## src/rtl/spi_pkg.sv

```systemverilog
// Shared SPI definitions: mode encodings, per-byte edge budget and CPOL/CPHA decode.
package spi_pkg;

    localparam logic [1:0] MODE0 = 2'd0;
    localparam logic [1:0] MODE1 = 2'd1;
    localparam logic [1:0] MODE2 = 2'd2;
    localparam logic [1:0] MODE3 = 2'd3;

    // Eight bits need one leading and one trailing SCLK edge each
    localparam logic [4:0] EDGES_PER_BYTE = 5'd16;

    function automatic logic cpol(input logic [1:0] mode);
        return mode[1];
    endfunction

    function automatic logic cpha(input logic [1:0] mode);
        return mode[0];
    endfunction

endpackage

```

## src/rtl/spi_clk_gen.sv

```systemverilog
// SCLK generator: half-bit timer, 16-edge budget per byte, and one-cycle
// leading/trailing edge strobes that the shift logic consumes.
module spi_clk_gen
    import spi_pkg::*;
#(
    parameter int   CLKS_PER_HALF_BIT = 2,
    parameter logic CPOL              = 1'b0
) (
    input  logic i_Clk,
    input  logic i_Rst_L,
    input  logic start,
    output logic spi_clk,
    output logic leading_edge,
    output logic trailing_edge,
    output logic busy
);

    localparam int HALF_CNT_W = $clog2(2 * CLKS_PER_HALF_BIT);
    localparam logic [HALF_CNT_W-1:0] LEAD_CNT  = HALF_CNT_W'(CLKS_PER_HALF_BIT - 1);
    localparam logic [HALF_CNT_W-1:0] TRAIL_CNT = HALF_CNT_W'(2 * CLKS_PER_HALF_BIT - 1);
    localparam logic [HALF_CNT_W-1:0] CNT_ONE   = HALF_CNT_W'(1);

    logic [HALF_CNT_W-1:0] half_cnt_r;
    logic [4:0]            edge_cnt_r;
    logic                  spi_clk_r;
    logic                  leading_r;
    logic                  trailing_r;

    // Half-bit timer, edge budget and SCLK toggling
    always_ff @(posedge i_Clk or negedge i_Rst_L) begin
        if (!i_Rst_L) begin
            half_cnt_r <= '0;
            edge_cnt_r <= 5'd0;
            spi_clk_r  <= CPOL;
            leading_r  <= 1'b0;
            trailing_r <= 1'b0;
        end else begin
            leading_r  <= 1'b0;
            trailing_r <= 1'b0;
            if (start) begin
                edge_cnt_r <= EDGES_PER_BYTE;
                half_cnt_r <= '0;
            end else if (edge_cnt_r != 5'd0) begin
                if (half_cnt_r == TRAIL_CNT) begin
                    half_cnt_r <= '0;
                    edge_cnt_r <= edge_cnt_r - 5'd1;
                    trailing_r <= 1'b1;
                    spi_clk_r  <= ~spi_clk_r;
                end else if (half_cnt_r == LEAD_CNT) begin
                    half_cnt_r <= half_cnt_r + CNT_ONE;
                    edge_cnt_r <= edge_cnt_r - 5'd1;
                    leading_r  <= 1'b1;
                    spi_clk_r  <= ~spi_clk_r;
                end else begin
                    half_cnt_r <= half_cnt_r + CNT_ONE;
                end
            end else begin
                half_cnt_r <= '0;
                spi_clk_r  <= CPOL;
            end
        end
    end

    assign spi_clk       = spi_clk_r;
    assign leading_edge  = leading_r;
    assign trailing_edge = trailing_r;
    assign busy          = (edge_cnt_r != 5'd0);

endmodule

```

## src/rtl/spi_master.sv

```systemverilog
// Single-byte full-duplex SPI master: valid/ready byte handshake, MSB-first
// shifting on MOSI and MISO capture, timed by spi_clk_gen.
module spi_master
    import spi_pkg::*;
#(
    parameter int SPI_MODE          = 0,
    parameter int CLKS_PER_HALF_BIT = 2
) (
    input  logic       i_Clk,
    input  logic       i_Rst_L,
    input  logic [7:0] i_TX_Byte,
    input  logic       i_TX_DV,
    output logic       o_TX_Ready,
    output logic       o_RX_DV,
    output logic [7:0] o_RX_Byte,
    output logic       o_SPI_Clk,
    input  logic       i_SPI_MISO,
    output logic       o_SPI_MOSI
);

    localparam logic CPOL_C = cpol(2'(SPI_MODE));
    localparam logic CPHA_C = cpha(2'(SPI_MODE));

    logic       accept_s;
    logic       lead_s;
    logic       trail_s;
    logic       busy_s;
    logic       sclk_s;
    logic       tx_shift_s;
    logic       rx_sample_s;

    logic       tx_ready_r;
    logic       accept_d_r;
    logic [7:0] tx_byte_r;
    logic [2:0] tx_bit_idx_r;
    logic       tx_done_r;
    logic       mosi_r;
    logic [7:0] rx_shift_r;
    logic [2:0] rx_bit_idx_r;
    logic [7:0] rx_byte_r;
    logic       rx_dv_r;

    assign accept_s    = i_TX_DV & tx_ready_r;
    assign tx_shift_s  = CPHA_C ? lead_s  : trail_s;
    assign rx_sample_s = CPHA_C ? trail_s : lead_s;

    spi_clk_gen #(
        .CLKS_PER_HALF_BIT (CLKS_PER_HALF_BIT),
        .CPOL              (CPOL_C)
    ) u_clk_gen (
        .i_Clk         (i_Clk),
        .i_Rst_L       (i_Rst_L),
        .start         (accept_s),
        .spi_clk       (sclk_s),
        .leading_edge  (lead_s),
        .trailing_edge (trail_s),
        .busy          (busy_s)
    );

    // Handshake: Ready drops on accept and returns once the clock generator is idle
    always_ff @(posedge i_Clk or negedge i_Rst_L) begin
        if (!i_Rst_L) begin
            tx_ready_r <= 1'b0;
            accept_d_r <= 1'b0;
            tx_byte_r  <= 8'h00;
        end else begin
            accept_d_r <= accept_s;
            if (accept_s) begin
                tx_ready_r <= 1'b0;
                tx_byte_r  <= i_TX_Byte;
            end else begin
                tx_ready_r <= ~busy_s;
            end
        end
    end

    // MOSI shifter; with CPHA=0 bit 7 is presented before the first SCLK edge,
    // so the eighth trailing edge has nothing left to drive
    always_ff @(posedge i_Clk or negedge i_Rst_L) begin
        if (!i_Rst_L) begin
            mosi_r       <= 1'b0;
            tx_bit_idx_r <= 3'd7;
            tx_done_r    <= 1'b0;
        end else if (tx_ready_r) begin
            tx_bit_idx_r <= 3'd7;
            tx_done_r    <= 1'b0;
        end else if (accept_d_r && !CPHA_C) begin
            mosi_r       <= tx_byte_r[7];
            tx_bit_idx_r <= 3'd6;
        end else if (tx_shift_s && !tx_done_r) begin
            mosi_r       <= tx_byte_r[tx_bit_idx_r];
            tx_bit_idx_r <= tx_bit_idx_r - 3'd1;
            tx_done_r    <= (tx_bit_idx_r == 3'd0);
        end
    end

    // MISO capture into a private shifter; the visible byte only changes with RX_DV
    always_ff @(posedge i_Clk or negedge i_Rst_L) begin
        if (!i_Rst_L) begin
            rx_shift_r   <= 8'h00;
            rx_bit_idx_r <= 3'd7;
            rx_byte_r    <= 8'h00;
            rx_dv_r      <= 1'b0;
        end else begin
            rx_dv_r <= 1'b0;
            if (tx_ready_r) begin
                rx_bit_idx_r <= 3'd7;
            end else if (rx_sample_s) begin
                rx_shift_r[rx_bit_idx_r] <= i_SPI_MISO;
                rx_bit_idx_r             <= rx_bit_idx_r - 3'd1;
                if (rx_bit_idx_r == 3'd0) begin
                    rx_byte_r <= {rx_shift_r[7:1], i_SPI_MISO};
                    rx_dv_r   <= 1'b1;
                end
            end
        end
    end

    assign o_TX_Ready = tx_ready_r;
    assign o_RX_DV    = rx_dv_r;
    assign o_RX_Byte  = rx_byte_r;
    assign o_SPI_Clk  = sclk_s;
    assign o_SPI_MOSI = mosi_r;

endmodule

```

## config.mk

```make
export PLATFORM = sky130hd
export DESIGN_NAME = spi_master
export DESIGN_NICKNAME = d
export VERILOG_FILES = /design/src/rtl/spi_pkg.sv /design/src/rtl/spi_clk_gen.sv /design/src/rtl/spi_master.sv
export SDC_FILE = /design/constraint.sdc
export NUM_CORES = 1
export LEC_CHECK = 0
export CAP_MARGIN = 40
export CORE_MARGIN = 2
export CORE_UTILIZATION = 40
export DETAILED_ROUTE_END_ITERATION = 8
export SLEW_MARGIN = 20
export SYNTH_ARGS = -nofsm -noshare
export SYNTH_HDL_FRONTEND = slang
export SYNTH_HIERARCHICAL = 1
export SYNTH_SLANG_ARGS = --single-unit
```

## constraint.sdc

```tcl
create_clock -name i_Clk -period 3.2 [get_ports i_Clk]
set_clock_uncertainty 0.05 [all_clocks]
set_input_delay 0.96 -clock i_Clk [delete_from_list [all_inputs] [get_ports i_Clk]]
set_output_delay 0.96 -clock i_Clk [all_outputs]
set_load 0.01 [all_outputs]
```

==> results of run 1 <==
power groups by stage:
stage	clock, mW	combinational, mW	sequential (mW)
final	0.340	0.755	1.01
after global routing	0.390	0.851	1.05
after CTS	0.358	0.763	1.01
after detailed placement	0	0.758	1.02
after global placement	0	0.718	1.01
after floorplan	0	0.604	0.955
area by class of cell:
cell class,instances,area (µm²),share of cell area
Clock buffer,8,90.09,0.03690
Sequential cell,44,1109,0.4541
Inverter,10,37.54,0.01538
Tap cell,70,87.58,0.03588
Timing Repair Buffer,24,245.2,0.1005
Multi-Input combinational cell,107,872.1,0.3573
synthesized netlist by cell type (2+ instances only):
master,count,area share
nand3b_1,2,0.0072
and2_1,2,0.0060
dfrtp_1,38,0.46
nor2_1,12,0.022
xnor2_1,2,0.0085
mux2_1,3,0.016
nand3_1,4,0.0097
mux2i_1,4,0.019
clkbuf_1,2,0.0036
a21o_1,2,0.0072
nand2b_1,3,0.0091
dfstp_2,6,0.076
o21ai_0,5,0.012
mux2_4,8,0.058
nor3_1,6,0.014
ha_1,7,0.042
a21oi_1,6,0.014
nand2_1,6,0.011
buf_6,3,0.016
and3_1,2,0.0060
inv_1,9,0.016
o21bai_1,2,0.0072
mux2_2,12,0.065
how the worst max path moves through the flow:
stage / startpoint / end
finish: o_TX_Ready / o_TX_Ready
global route: o_TX_Ready / o_TX_Ready
CTS: o_TX_Ready / o_TX_Ready
detailed placement: i_TX_DV / u_clk_gen/spi_clk
global placement: i_TX_DV / u_clk_gen/spi_clk
floorplan: i_TX_DV / u_clk_gen/spi_clk
worst register-to-register path: stages (launching register included):
cell and delay, ns:
dfstp_2 0.59, inv_1 0.10, ha_1 0.18, and4bb_1 0.38, mux2_4 0.37
flip-flops by register name (all words and copies together) (netlist names):
signal / flops
u_clk_gen/edge_cnt_r: 5
o_SPI_MOSI: 1
o_TX_Ready: 1
tx_byte_r: 8
rx_shift_r: 7
u_clk_gen/trailing_edge: 1
u_clk_gen/half_cnt_r: 2
u_clk_gen/spi_clk: 1
tx_bit_idx_r: 3
o_RX_DV: 1
tx_done_r: 1
accept_d_r: 1
o_RX_Byte: 8
u_clk_gen/leading_edge: 1
rx_bit_idx_r: 3
logic make-up (layout without fill, tap and decap cells):
kind of cell,Yosys count,in the layout,share of synthesized area
AND/OR/NAND/NOR,50,50,0.1486
flip-flops,44,44,0.5350
multiplexers,27,27,0.1588
AO/OA/AOI/OAI,21,21,0.06280
buffers and inverters,17,42,0.04408
adder cells (fa/ha/maj),7,7,0.04227
XOR/XNOR,2,2,0.008456
routing by layer:
| metal | wire length (µm) | GRT usage |
|---|---|---|
| met1 | 1568 | 0.1672 |
| met2 | 1653 | 0.2205 |
| met3 | 178 | 0.04858 |
| met4 | 43 | 0.04364 |
| met5 | 0 | 0 |
==> impl_metrics.env, run 1 <==
export IMPL_status="finished, final reports clean"
export IMPL_clockBufferDepth=2
export IMPL_wl_per_cell_um=13.09
export IMPL_async_flop_share=1.000
export IMPL_path_depth=1
export IMPL_synth_cell_types=45
export IMPL_path_class="reg -> out"
export IMPL_worst_r2r_endpoint="o_RX_Byte[3]"
export IMPL_grt_ovfl_total=0
export IMPL_hp_start="u_clk_gen/half_cnt_r[0]"
export IMPL_hold_violations=0
export IMPL_post_cts_buffers=0
export IMPL_place_ws_ns=0.7914
export IMPL_p_seq_frac=0.480
export IMPL_clockRootBuffer="clkbuf_8"
export IMPL_io_buffers=23
export IMPL_min_path_type="reg -> reg"
export IMPL_fin_cells=263
export IMPL_fp_row_count=26
export IMPL_clock_latency_ns=0.29
export IMPL_avgSynthCellArea_um2=12.33
export IMPL_maxCapViolCount=0
export IMPL_grt_max_degree=29
export IMPL_vias=1313
export IMPL_crit_chain="clkdlybuf4s50_1"
export IMPL_ff2ff_setup_slack_ns=1.41
export IMPL_critPathTopFamily="buffers and inverters"
export IMPL_finalNetCount=211
export IMPL_rsz0062_at_grt="no"
export IMPL_die_h_um=75.97
export IMPL_setup_viol=0
export IMPL_cts_tree="done"
export IMPL_worst_pin_slew_ns=0.5590
export IMPL_num_antenna_cells=0
export IMPL_relSlewSlack=0.6273
export IMPL_syn_inst=168
export IMPL_post_route_min_period_ns=2.526
export IMPL_clockPowerShare=0.161
export IMPL_ys_ff_latch=44
export IMPL_p_sw_frac=0.3324
export IMPL_synth_flop_cell="dfrtp_1"
export IMPL_die_area_um2=5771
export IMPL_final_layout_size_suffix_gt1_frac=0.2124
export IMPL_final_common_cell="dfrtp_1"
export IMPL_cts_sinks=44
export IMPL_hold_path_depth=1
export IMPL_hpwl_um=2536
export IMPL_dr_first_iter_drc_count=82
export IMPL_grt_pass1_vias=1372
export IMPL_start_util=0.4109
export IMPL_switching_power_uw=700.4
export IMPL_syn_num_nets=187
export IMPL_comb_power_share=0.358
export IMPL_power_density_nw_per_um2=863.3
export IMPL_grt_pass1_wl_um=6251
export IMPL_clk_transition_reported_paths_ns=0.07
export IMPL_antenna_found_initial=0
export IMPL_totalWireLength_um=3443
export IMPL_p_leak_nw=1.119
export IMPL_first_pass_iters=4
export IMPL_fp_coreArea_um2=5042
export IMPL_setup_tns_ns=0
export IMPL_required_ns=2.19
export IMPL_final_util=0.4841
export IMPL_startpoint_type="register"
export IMPL_critical_path_max_stage_delay_ns=0.62
export IMPL_final_area_um2=2441
export IMPL_r2r_cells=4
export IMPL_n_fill_cell=462
export IMPL_ir_worst_vdd_uv=440.9
export IMPL_dieWidth_um=75.97
export IMPL_ctsHoldBuffers=0
export IMPL_critPathBufInv=1
export IMPL_min_period_over_period=0.7894
export IMPL_synth_edf_count=0
export IMPL_area_growth_pct=17.81
export IMPL_slew_violations=0
export IMPL_crit_slowest_cell="clkdlybuf4s50_1"
export IMPL_io_pins=24
export IMPL_regToRegStartpoint="rx_bit_idx_r[1]"
export IMPL_cts_made_buffers=5
export IMPL_drc=0
export IMPL_path_max_fanout=13
export IMPL_post_cts_resized=0
export IMPL_synth_area_um2=2072
export IMPL_viasPerCell=4.992
export IMPL_cp_end_kind="output pin"
export IMPL_whs_ns=0.4211
export IMPL_ys_warn_count=6
export IMPL_cts_max_level=2
export IMPL_fmax_mhz=395.9
export IMPL_place_area_um2=2351
export IMPL_min_to="u_clk_gen/half_cnt_r[0]"
export IMPL_final_cell_mix="38 x dfrtp_1, 22 x clkdlybuf4s50_1, 12 x nor2_1, 12 x mux2_2, 9 x inv_1"
export IMPL_gp_congestion=0.7823
export IMPL_ys_seq_area_frac=0.5350
export IMPL_ant_nets=0
export IMPL_track_usage=0.1347
export IMPL_finalPower_mw=2.107
export IMPL_internal_power_mw=1.407
export IMPL_worst_slack_ns=0.6739
export IMPL_dpl_cell_count=255
export IMPL_worstPathArrival_ns=1.52
(Power assumes the default switching activity.)
==> inputs of run 2 (changes only) <==
clock period = 2.3 ns   (was 3.2 ns; I/O delays follow)
==> run 2 against run 1 <==
Clock-buffer cell count shrank 1. Sequential cell count is the same. First-iteration DRC count grew 44%. Non-clock buffer count grew 2. Critical path depth is the same. Sequential share of layout area shrank 0.71 points. Via count grew 0.23%. Routed wire length grew 0.87%. Cell area grew 1.6%. Register-to-register slack lost 0.93 ns. Global-route usage grew 0.24 points. Worst hold slack lost 0.020 ns. Largest power group unchanged. Highest routed layer unchanged.
==> impl_metrics.env, run 2 (synthesized netlist as in run 1, its figures left out) <==
export IMPL_die_h_um=75.97
export IMPL_status="finished, final reports clean"
export IMPL_finalNetCount=213
export IMPL_clockRootBuffer="clkbuf_8"
export IMPL_setup_tns_ns=0
export IMPL_p_leak_nw=1.143
export IMPL_clockBufferDepth=2
export IMPL_io_pins=24
export IMPL_post_cts_buffers=0
export IMPL_fp_row_count=26
export IMPL_clk_transition_reported_paths_ns=0.08
export IMPL_fmax_mhz=471.1
export IMPL_critPathTopFamily="buffers and inverters"
export IMPL_startpoint_type="register"
export IMPL_die_area_um2=5771
export IMPL_vias=1316
export IMPL_crit_start="o_TX_Ready"
export IMPL_path_class="reg -> out"
export IMPL_slew_violations=0
export IMPL_final_util=0.4918
export IMPL_post_route_min_period_ns=2.123
export IMPL_min_path_type="in -> async"
export IMPL_cts_made_buffers=5
export IMPL_dieWidth_um=75.97
export IMPL_gp_congestion=0.7568
export IMPL_wl_per_cell_um=13.11
export IMPL_hpwl_um=2501
export IMPL_grt_max_degree=45
export IMPL_final_common_cell="dfrtp_1"
export IMPL_totalWireLength_um=3473
export IMPL_area_growth_pct=19.69
export IMPL_final_layout_size_suffix_gt1_frac=0.2308
export IMPL_final_cell_mix="38 x dfrtp_1, 22 x clkdlybuf4s50_1, 12 x nor2_1, 12 x mux2_2, 9 x inv_1"
export IMPL_maxCapViolCount=0
export IMPL_ctsHoldBuffers=0
export IMPL_relSlewSlack=0.6239
export IMPL_cts_tree="done"
export IMPL_power_density_nw_per_um2=1249
export IMPL_cp_end_kind="output pin"
export IMPL_post_cts_resized=0
export IMPL_io_buffers=23
export IMPL_clock_latency_ns=0.29
export IMPL_dr_first_iter_drc_count=118
export IMPL_track_usage=0.1371
export IMPL_ir_worst_vdd_uv=471.6
export IMPL_grt_ovfl_total=0
export IMPL_start_util=0.4109
export IMPL_cts_sinks=44
export IMPL_first_pass_iters=4
export IMPL_critPathBufInv=1
export IMPL_ant_nets=0
export IMPL_rsz0062_at_grt="no"
export IMPL_critical_path_max_stage_delay_ns=0.60
export IMPL_grt_pass1_wl_um=6410
export IMPL_crit_chain="clkdlybuf4s50_1"
export IMPL_viasPerCell=4.966
export IMPL_path_max_fanout=8
export IMPL_grt_pass1_vias=1415
export IMPL_cts_max_level=2
export IMPL_num_antenna_cells=0
export IMPL_required_ns=1.56
export IMPL_drc=0
export IMPL_regToRegStartpoint="rx_bit_idx_r[1]"
export IMPL_hold_violations=0
export IMPL_setup_viol=0
export IMPL_worstPathArrival_ns=1.38
export IMPL_antenna_found_initial=0
export IMPL_min_period_over_period=0.9230
export IMPL_worst_pin_slew_ns=0.5641
export IMPL_fp_coreArea_um2=5042
export IMPL_crit_slowest_cell="clkdlybuf4s50_1"
==> run 2: cell types whose count changed in the layout (fill, tap and decap cells not counted) <==
cell / previous run / this run
clkbuf_8: 6 / 7
clkbuf_1: 2 / 0
bufinv_16: 0 / 1
buf_4: 0 / 3
buf_12: 1 / 0
==> run 2: metal layers <==
metal  track usage  part of all wire
met1        0.1680              0.46
met3       0.03910             0.039
met4       0.05091             0.013
met2        0.2313              0.49
met5             0                 0
==> run 2: through the flow <==
stage	hold slack [ns]	std cells	setup WS (ns)	instance area [µm²]	power (mW)
5_1_grt	0.4551	265	0.1066	2480	3.348
4_1_cts	0.4236	265	0.1508	2480	3.134
3_5_place_dp	0.4190	257	0.3205	2354	2.483
2_1_floorplan	0.3444	168	0.6913	2072	2.169
6_report	0.4014	265	0.1771	2480	3.098
3_3_place_gp	0.4052	257	0.3510	2354	2.411
==> run 2: power breakdown <==
group	switching (mW)	internal [mW]
Sequential	0.276	1.12
Combinational	0.470	0.592
Clock	0.254	0.383
Total	1.00	2.10
==> run 2: final timing paths <==
kind                                           end  slack, ns  depth (start not counted)
max in group asynchronous          rx_bit_idx_r[0]       1.41                          2
hold / removal                       rx_shift_r[2]       0.40                          2
hold reg to reg            u_clk_gen/half_cnt_r[0]       0.43                          1
setup reg to reg                      o_RX_Byte[3]       0.48                          4
min in group i_Clk         u_clk_gen/half_cnt_r[0]       0.43                          1
setup / recovery                        o_TX_Ready       0.18                          1
==> run 2: cell type report <==
class                           instances  area [µm²]
Sequential cell                        44        1109
Inverter                               10       37.54
Clock inverter                          1       30.03
Fill cell                             448        2562
Multi-Input combinational cell        107       872.1
Clock buffer                            7       96.34
Tap cell                               70       87.58
Timing Repair Buffer                   26       247.7
==> inputs of run 3 (changes only) <==
SLEW_MARGIN = not set   (was 20)
==> results of run 3 <==
Final layout, timing and power as in run 2 (identical DEF).
